--- config.mk ---
export PLATFORM = sky130hd
export DESIGN_NAME = transmit_arbiter_flat
export DESIGN_NICKNAME = d
export VERILOG_FILES = /design/src/rtl/transmit_arbiter_if.sv /design/src/rtl/transmit_arbiter.sv /design/src/flat_wrapper.sv
export SDC_FILE = /design/constraint.sdc
export NUM_CORES = 1
export LEC_CHECK = 0
export BUFFER_PORTS_ARGS = -buffer_cell sky130_fd_sc_hd__buf_2
export CAP_MARGIN = 20
export CORE_MARGIN = 2
export CORE_UTILIZATION = 38
export CTS_CLUSTER_SIZE = 24
export DETAILED_ROUTE_END_ITERATION = 8
export GPL_ROUTABILITY_DRIVEN = 1
export GPL_TIMING_DRIVEN = 0
export PLACE_DENSITY = 0.78
export SLEW_MARGIN = 0
export SYNTH_ARGS = -nofsm -noshare
export SYNTH_HDL_FRONTEND = slang
export SYNTH_SLANG_ARGS = --single-unit
--- constraint.sdc ---
create_clock -name clk -period 2.25 [get_ports clk]
set_clock_uncertainty 0.05 [all_clocks]
set_input_delay 0.45 -clock clk [delete_from_list [all_inputs] [get_ports clk]]
set_output_delay 0.45 -clock clk [all_outputs]
set_load 0.01 [all_outputs]
--- src/rtl/transmit_arbiter_if.sv ---
// Request/transmit bundle shared by the word sources, transmit_arbiter and data_transmitter.
// master = requesters plus transmitter side, slave = the arbiter.
interface transmit_arbiter_if;
  logic [2:0]  req;
  logic [63:0] data0;
  logic [63:0] data1;
  logic [63:0] data2;
  logic [2:0]  ack;
  logic        tx_send;
  logic [63:0] tx_data;
  logic        tx_busy;
  logic [1:0]  grant;
  logic        active;
  logic        timeout;

  modport master (
    output req, data0, data1, data2, tx_busy,
    input  ack, tx_send, tx_data, grant, active, timeout
  );

  modport slave (
    input  req, data0, data1, data2, tx_busy,
    output ack, tx_send, tx_data, grant, active, timeout
  );
endinterface

--- src/rtl/transmit_arbiter.sv ---
// Round-robin sharing of one serial transmitter among three 64-bit word sources; grant to tx_send 1 cycle.
// Holds off while tx_busy is high in IDLE; optional WAIT_START abort via TRANSMIT_ARBITER_TIMEOUT_EN.
module transmit_arbiter #(
  parameter int TIMEOUT = 1024
) (
  input logic               clk,
  input logic               rst,
  transmit_arbiter_if.slave bus
);

  typedef enum logic [2:0] {IDLE, SEND, WAIT_START, WAIT_END, ACK} state_t;

  state_t     state;
  logic [1:0] ptr;
  logic [1:0] winner;

  // First set request at or after p, scanning modulo 3; lowest offset wins.
  function automatic logic [1:0] rr_pick(input logic [2:0] r, input logic [1:0] p);
    int c;
    rr_pick = 2'd3;
    for (int i = 2; i >= 0; i--) begin
      c = (int'(p) + i) % 3;
      if (r[c]) rr_pick = 2'(c);
    end
  endfunction

  assign winner = rr_pick(bus.req, ptr);

`ifdef TRANSMIT_ARBITER_TIMEOUT_EN
  localparam int CW = $clog2(TIMEOUT + 1);
  logic [CW-1:0] wait_cnt;
`else
  logic unused_timeout_cfg;
  assign unused_timeout_cfg = 1'(TIMEOUT != 0);
`endif

  always_ff @(posedge clk) begin
    if (rst) begin
      state       <= IDLE;
      ptr         <= 2'd0;
      bus.ack     <= 3'b000;
      bus.tx_send <= 1'b0;
      bus.tx_data <= '0;
      bus.grant   <= 2'd3;
      bus.active  <= 1'b0;
      bus.timeout <= 1'b0;
`ifdef TRANSMIT_ARBITER_TIMEOUT_EN
      wait_cnt    <= '0;
`endif
    end else begin
      bus.tx_send <= 1'b0;
      bus.ack     <= 3'b000;
      bus.timeout <= 1'b0;
      case (state)
        IDLE: begin
          if (bus.req != 3'b000 && !bus.tx_busy) begin
            state       <= SEND;
            bus.grant   <= winner;
            bus.tx_send <= 1'b1;
            bus.active  <= 1'b1;
            case (winner)
              2'd0:    bus.tx_data <= bus.data0;
              2'd1:    bus.tx_data <= bus.data1;
              default: bus.tx_data <= bus.data2;
            endcase
          end
        end
        SEND: begin
          state <= WAIT_START;
`ifdef TRANSMIT_ARBITER_TIMEOUT_EN
          wait_cnt <= '0;
`endif
        end
        WAIT_START: begin
          if (bus.tx_busy) begin
            state <= WAIT_END;
`ifdef TRANSMIT_ARBITER_TIMEOUT_EN
          end else if (wait_cnt == CW'(TIMEOUT - 1)) begin
            // Transmitter never started: release the requester anyway.
            state       <= ACK;
            bus.ack     <= 3'b001 << bus.grant;
            bus.timeout <= 1'b1;
          end else begin
            wait_cnt <= wait_cnt + 1'b1;
`endif
          end
        end
        WAIT_END: begin
          if (!bus.tx_busy) begin
            state   <= ACK;
            bus.ack <= 3'b001 << bus.grant;
          end
        end
        ACK: begin
          state      <= IDLE;
          ptr        <= (bus.grant == 2'd2) ? 2'd0 : bus.grant + 2'd1;
          bus.grant  <= 2'd3;
          bus.active <= 1'b0;
        end
        default: state <= IDLE;
      endcase
    end
  end

endmodule
--- src/flat_wrapper.sv ---
// flat-port wrapper written by rule: the top's interface ports become plain ports
module transmit_arbiter_flat 
#(
  parameter int TIMEOUT = 1024
)
  (clk, rst, bus_req, bus_data0, bus_data1, bus_data2, bus_tx_busy, bus_ack, bus_tx_send, bus_tx_data, bus_grant, bus_active, bus_timeout);
  transmit_arbiter_if bus_i ();
  input logic clk;
  input logic rst;
  input wire logic [$bits(bus_i.req)-1:0] bus_req;
  input wire logic [$bits(bus_i.data0)-1:0] bus_data0;
  input wire logic [$bits(bus_i.data1)-1:0] bus_data1;
  input wire logic [$bits(bus_i.data2)-1:0] bus_data2;
  input wire logic [$bits(bus_i.tx_busy)-1:0] bus_tx_busy;
  output wire logic [$bits(bus_i.ack)-1:0] bus_ack;
  output wire logic [$bits(bus_i.tx_send)-1:0] bus_tx_send;
  output wire logic [$bits(bus_i.tx_data)-1:0] bus_tx_data;
  output wire logic [$bits(bus_i.grant)-1:0] bus_grant;
  output wire logic [$bits(bus_i.active)-1:0] bus_active;
  output wire logic [$bits(bus_i.timeout)-1:0] bus_timeout;
  assign bus_i.req = bus_req;
  assign bus_i.data0 = bus_data0;
  assign bus_i.data1 = bus_data1;
  assign bus_i.data2 = bus_data2;
  assign bus_i.tx_busy = bus_tx_busy;
  assign bus_ack = bus_i.ack;
  assign bus_tx_send = bus_i.tx_send;
  assign bus_tx_data = bus_i.tx_data;
  assign bus_grant = bus_i.grant;
  assign bus_active = bus_i.active;
  assign bus_timeout = bus_i.timeout;
  transmit_arbiter #(.TIMEOUT(TIMEOUT)) u_core (.clk(clk), .rst(rst), .bus(bus_i));
endmodule
---- Word level (Yosys, flattened, before mapping) ----
Cells that the tools add are included.
word-level totals
  bits in registers ....................... 76
  input bits .............................. 198
  output and inout port bits .............. 72
  word-level logic and storage cells ...... 62
operators by class
  add/subtract/negate cells ............... 3
  div/mod/pow operators ................... 3
  magnitude comparators ................... 3
  equality and inequality tests ........... 9
  shift-type cells ........................ 1
  muxes and demuxes ....................... 23
  bitwise logic cells ..................... 2
  reduce and logical (&&, ||, !) cells .... 11
operators with widths
  kind                                                          count
  one-hot mux 64 bit (2 select lines)                           1
  less-than comparator 32 x 4 -> 1 bit (second input constant)  3
  remainder unit 32 x 3 -> 32 bit (second input constant)       2
  remainder unit 3 x 3 -> 32 bit (second input constant)        1
  one-hot mux 3 bit (4 select lines)                            1
  two-way mux 2 bit                                             5
  two-way mux 3 bit                                             3
  two-way mux 1 bit                                             8
  binary-select mux 1 bit (select 2 bit)                        3
  == test 3 x 2 -> 1 bit (second input constant)                2
  != test 2 bit (second input constant)                         2
  one-hot mux 2 bit (2 select lines)                            1
  AND reduction 2 bit                                           2
  adder 2 x 1 -> 3 bit (second input constant)                  1
  adder 2 x 2 -> 3 bit (second input constant)                  1
  == test 3 x 1 -> 1 bit (second input constant)                1
  == test 3 bit (second input constant)                         1
  zero test 3 bit                                               1
  AND reduction 3 bit                                           1
  nonzero test 3 bit                                            1
  OR reduction 3 bit                                            1
  << shifter 1 x 2 -> 3 bit (first input constant)              1
  adder 2 x 1 -> 2 bit (second input constant)                  1
  == test 2 x 1 -> 1 bit (second input constant)                1
  other kinds (9)                                               10

---- Longest topological paths before layout ----
  depth in word-level cells ............... 10
  gate-level depth with buffers ........... 10
  mapped depth without buffers ............ 7

---- Worst setup path after synthesis ----
No wires, ideal clock.
  path type ............................... flip-flop to flip-flop
  start point ............................. register u_core.ptr[0]
  end point ............................... register u_core.bus.tx_data[14]
  library setup time ...................... 0.136 ns
  arrival ................................. 1.931 ns
  data required time ...................... 2.064 ns
  setup slack ............................. 0.132 ns
  stages on the path, launching flop included .. 10
  path buffers ............................ 2
  period minus slack after synthesis ...... 2.118 ns
  path through ............................ dfxtp_1 > inv_1 > ha_1 > o21ai_0 > a211oi_1 > or4_1 > buf_6 > buf_6 > o221ai_2 > a31oi_1
between the ends
  word-level cells in the longest chain between the ends .. 10
  elaborated cells between the ends (all ways) .. 20
  those cells by class .................... add/sub: 2; div: 3; eq/ne: 1; mux: 13; reduce/logical: 1
RTL lines
  what                                                       RTL line                   source
  from (decl)                                                transmit_arbiter.sv:14     logic [1:0] ptr;
  from (signal assigned)                                     transmit_arbiter.sv:96     ptr <= (bus.grant == 2'd2) ? 2'd0 : bus.grant + 2'd1;
  adder 2 x 2 -> 3 bit                                       transmit_arbiter.sv:22     c = (int'(p) + i) % 3;
  remainder unit 32 x 3 -> 32 bit                            transmit_arbiter.sv:22
  binary-select mux 1 bit (select 2 bit)                     transmit_arbiter.sv:23     if (r[c]) rr_pick = 2'(c);
  two-way mux 1 bit (not written as such) (2 in series)      transmit_arbiter.sv:23
  two-way mux 2 bit (2 in series)                            transmit_arbiter.sv:23
  two-way mux 2 bit (*)                                      transmit_arbiter.sv:23
  == test 2 x 1 -> 1 bit or zero test 2 bit (tied branches)  transmit_arbiter.sv:61     case (winner)
  one-hot mux 64 bit (2 select lines) (*)                    transmit_arbiter.sv:61
  to (signal assigned)                                       transmit_arbiter.sv:62     2'd0: bus.tx_data <= bus.data0;
  to (signal assigned)                                       transmit_arbiter.sv:63     2'd1: bus.tx_data <= bus.data1;
  to (signal assigned)                                       transmit_arbiter.sv:64     default: bus.tx_data <= bus.data2;
  to (decl)                                                  transmit_arbiter_if.sv:23  output ack, tx_send, tx_data, grant, active, timeout
Mark *: on every way between the ends. The rest lies on a longest branch, timed or not. The select of a mux whose other input is x is not followed.
A chain may end at the register's enable or synchronous reset.

---- Final worst setup path ----
  start point ............................. register u_core.ptr[0]
  end point ............................... register u_core.bus.tx_data[62]
Same word-level chain as after synthesis.

==> impl_results.md <==
* Status: complete, no violations
* Global-route wire length before repair at ~24 mm
* DP HPWL at 11.6 mm
* HP Class: in2reg
* Post-synth top area cell: dfxtp_1
* Syn-to-layout area delta at 49.7%
* Ys flop type: dfxtp_1
* Share of cells above drive strength 1 at 0.487
* Top Ports at 270
* Final Max Tran Viols at 0
* Leak Pwr at about 2.7 nW
* Placer Congestion at just under 0.9
* Sequential cell area at approximately 0.0015 sq mm
* R2R Setup Slk at ~0.048 ns
* Fin crit period at between 2 and 2.5 ns
* CTS tree: yes
* Area share of the largest cell type after synthesis at 0.394
* Drc violations at 0
* Synth Warn # at 0
* Pint at 2.71 mW
* Max transition margin at 0.524
* Clock sinks at between 70 and 80
* H-Tree Level Count at 3
* CTS Root Cell: clkbuf_8
* Initial DRC Count at between 300 and 400
* Hold Crit Depth at 3
* GR Util All Layers at 0.269
* Core footprint at ~0.0098 sq mm
* Asr flop ratio synth at 0
* Multi-input gate area at between 0.002 and 0.0025 sq mm
* Vias in the first global route at about 5000
* Row count at 36
* Netlist cell types at 36
* Power, Total at ~3.8 mW
* DRT Pass-1 Iters at 5
* Die Ht at between 100 and 150 microns
* Most frequent cells in the layout: 278 x buf_2, 74 x dfxtp_1, 65 x nand3_1
* Cell count after synthesis at 455
* ANT nets after route at 0
* Via density at around 5.9
* Reg2Reg Launch Point: u_core.ptr[0]
* Worst slew pin tran at a little over 0.7 ns
* Worst setup EP type: flop
* Maximum clock rate at between 400 and 500 MHz
* Port-buffer cells at around 270
* Clock power frac at 0.343
* Ranking of synthesized cells by area: dfxtp_1 39%, o221ai_1 12%, a31oi_1 10%
* Reg2reg path depth at 9
* Mapped Area at 0.00386 sq mm
* Chip width at ~100 microns
* Skew-Pair Late Insertion Delay at around 0.34 ns
* Inserted Diodes at 0
* VDD IR-drop max at between 0.3 and 0.4 mV
* Comb power frac at 0.243
* Routed Wire Length at about 16 mm
* Sequential share of power at 0.414
* CP Max Fanout at 10
* Worst-path cell chain: inv_2 > ha_4 > nand2b_4 > a211oi_1 > or4_4 > buf_8 > buf_6 > o221ai_1 > a31oi_1
* Initial Util at 0.393
* Largest net degree at the start of global routing at 13
* Tcrit/Tclk final at 0.979
* EDFF count, synth at 0
* CTS max path bufs at 2
* Grt ovf at 0
* Slowest stage delay, CP at 0.52 ns
* R2r endpoint: u_core.bus.tx_data[62]
* Critical path's slowest cell: or4_4
* Commonest non-fill, non-tap cell in the layout: buf_2
* Die ar. at between 0.01 and 0.015 sq mm
* Crit Path Category: reg2reg
* Syn_nets at 656
* Fillers at around 930
* Switching fraction of total power at 0.286
* Post-DP Area at about 0.0054 sq mm
* CTS clk-pin slew, worst paths at 0.09 ns
* DR WL/cell at 17.9 microns
* Final Hold Fails at 0
* Crit path required time at 2.41 ns
* # hold bufs at CTS at 0
* Final instance area at slightly below 0.006 sq mm
* Final Util at 0.589
* Total CTS buffers at 9
* Crit path arrival time at roughly 2.4 ns
* Seq cells post-synth at between 70 and 80
* MaxCap Viol Count at 0
* Hold Crit Start: bus_data0[46]
* Final setup viols at 0
* Syn avg cell area at ~8.5 sq um
* Pwr dens at roughly 660 mW/mm^2
* Worst Hold Endpoint: u_core.bus.tx_data[46]
* Post-synthesis sequential area ratio at 0.394
* Nets@finish at 935
* Startpoint types: flop
* Antenna violations before repair at 0
* P_sw at approximately 1.1 mW
* Vias at between 5000 and 6000
==> state kept, by name (all words and copies together) (netlist names) <==
| register | flops |
|---|---|
| u_core.bus.ack | 3 |
| u_core.bus.active | 1 |
| u_core.bus.grant | 2 |
| u_core.bus.tx_data | 64 |
| u_core.bus.tx_send | 1 |
| u_core.ptr | 2 |
| u_core.state | 3 |
==> layer usage <==
metal	share of wire	vias up	wire, microns	GRT usage
li1	-	2379	-	-
met1	0.39	2397	6060	0.315
met2	0.50	298	7850	0.479
met3	0.082	36	1280	0.0611
met4	0.024	0	373	0.0962
met5	0	-	0	0
==> final cells by class <==
cell class	instances	area share
multi-input cells	317	0.368
flip-flops and latches	76	0.265
repair buffers	269	0.234
plain buffers	55	0.0578
well taps	133	0.0288
clock buffers	12	0.0268
clock inverters	4	0.0165
inverters	6	0.00390
==> critical path, delay by kind of cell (launching register included) <==
family,cells,cell delay [ns]
AO/OA/AOI/OAI,3,0.34
adder cells (fa/ha/maj),1,0.31
buffers and inverters,3,0.35
flip-flops,1,0.37
AND/OR/NAND/NOR,2,0.66
==> cell families after synthesis <==
logic type | count (synthesis) | synth area share
AOI/OAI and AO/OA | 211 | 0.380
adders and majority gates | 3 | 0.00972
buffers and inverters | 62 | 0.0797
DFF | 76 | 0.394
muxes | 2 | 0.00518
other | 1 | 0.000971
and+or+nand+nor | 100 | 0.130
==> synthesized netlist by cell type, drive strengths merged, types with 5 or more instances <==
cell type / n
a21oi: 6
dfxtp: 76
clkbuf: 35
a31oi: 64
nand3: 66
o21ai: 69
nand2: 9
nor2: 8
nor3: 5
o221ai: 64
buf: 21
inv: 6
==> power by group through the flow <==
stage          sequential [mW]  combinational, mW  clock (mW)
2_1_floorplan             1.66              0.396           0
3_3_place_gp              1.59              0.872           0
5_1_grt                   1.59               1.01        1.37
6_report                  1.57              0.924        1.30
3_5_place_dp              1.60              0.890           0
4_1_cts                   1.57              0.897        1.32
==> worst max path at each step <==
stage	depth (start not counted)	to	slack [ns]	start
5_1_grt	7	u_core.bus.tx_data[59]	-0.04	u_core.state[1]
3_3_place_gp	8	u_core.bus.tx_data[42]	-0.17	u_core.ptr[0]
4_1_cts	8	u_core.bus.tx_data[42]	0.005	u_core.ptr[0]
3_5_place_dp	8	u_core.bus.tx_data[16]	-0.27	u_core.ptr[0]
2_1_floorplan	9	u_core.bus.tx_data[14]	0.13	u_core.ptr[0]
6_report	9	u_core.bus.tx_data[62]	0.05	u_core.ptr[0]
==> metrics by stage <==
stage               hold WS, ns  setup slack [ns]  TNS [ns]  std cells
detailed placement        0.405            -0.271    -12.58        855
finish                    0.314            0.0479         0        872
floorplan                 0.420             0.132         0        455
global route              0.302           -0.0373    -0.109        872
CTS                       0.305           0.00471         0        871
global placement          0.401            -0.167     -7.46        855
==> what timing repair did <==
item / CTS / global route
resized for setup: 29 / 58
cloned: 0 / 1
setup endpoints to repair: 61 / 61
pin swaps: 0 / 2
buffers inserted: 0 / 1
No activity file was read; power rests on OpenSTA's default activity.
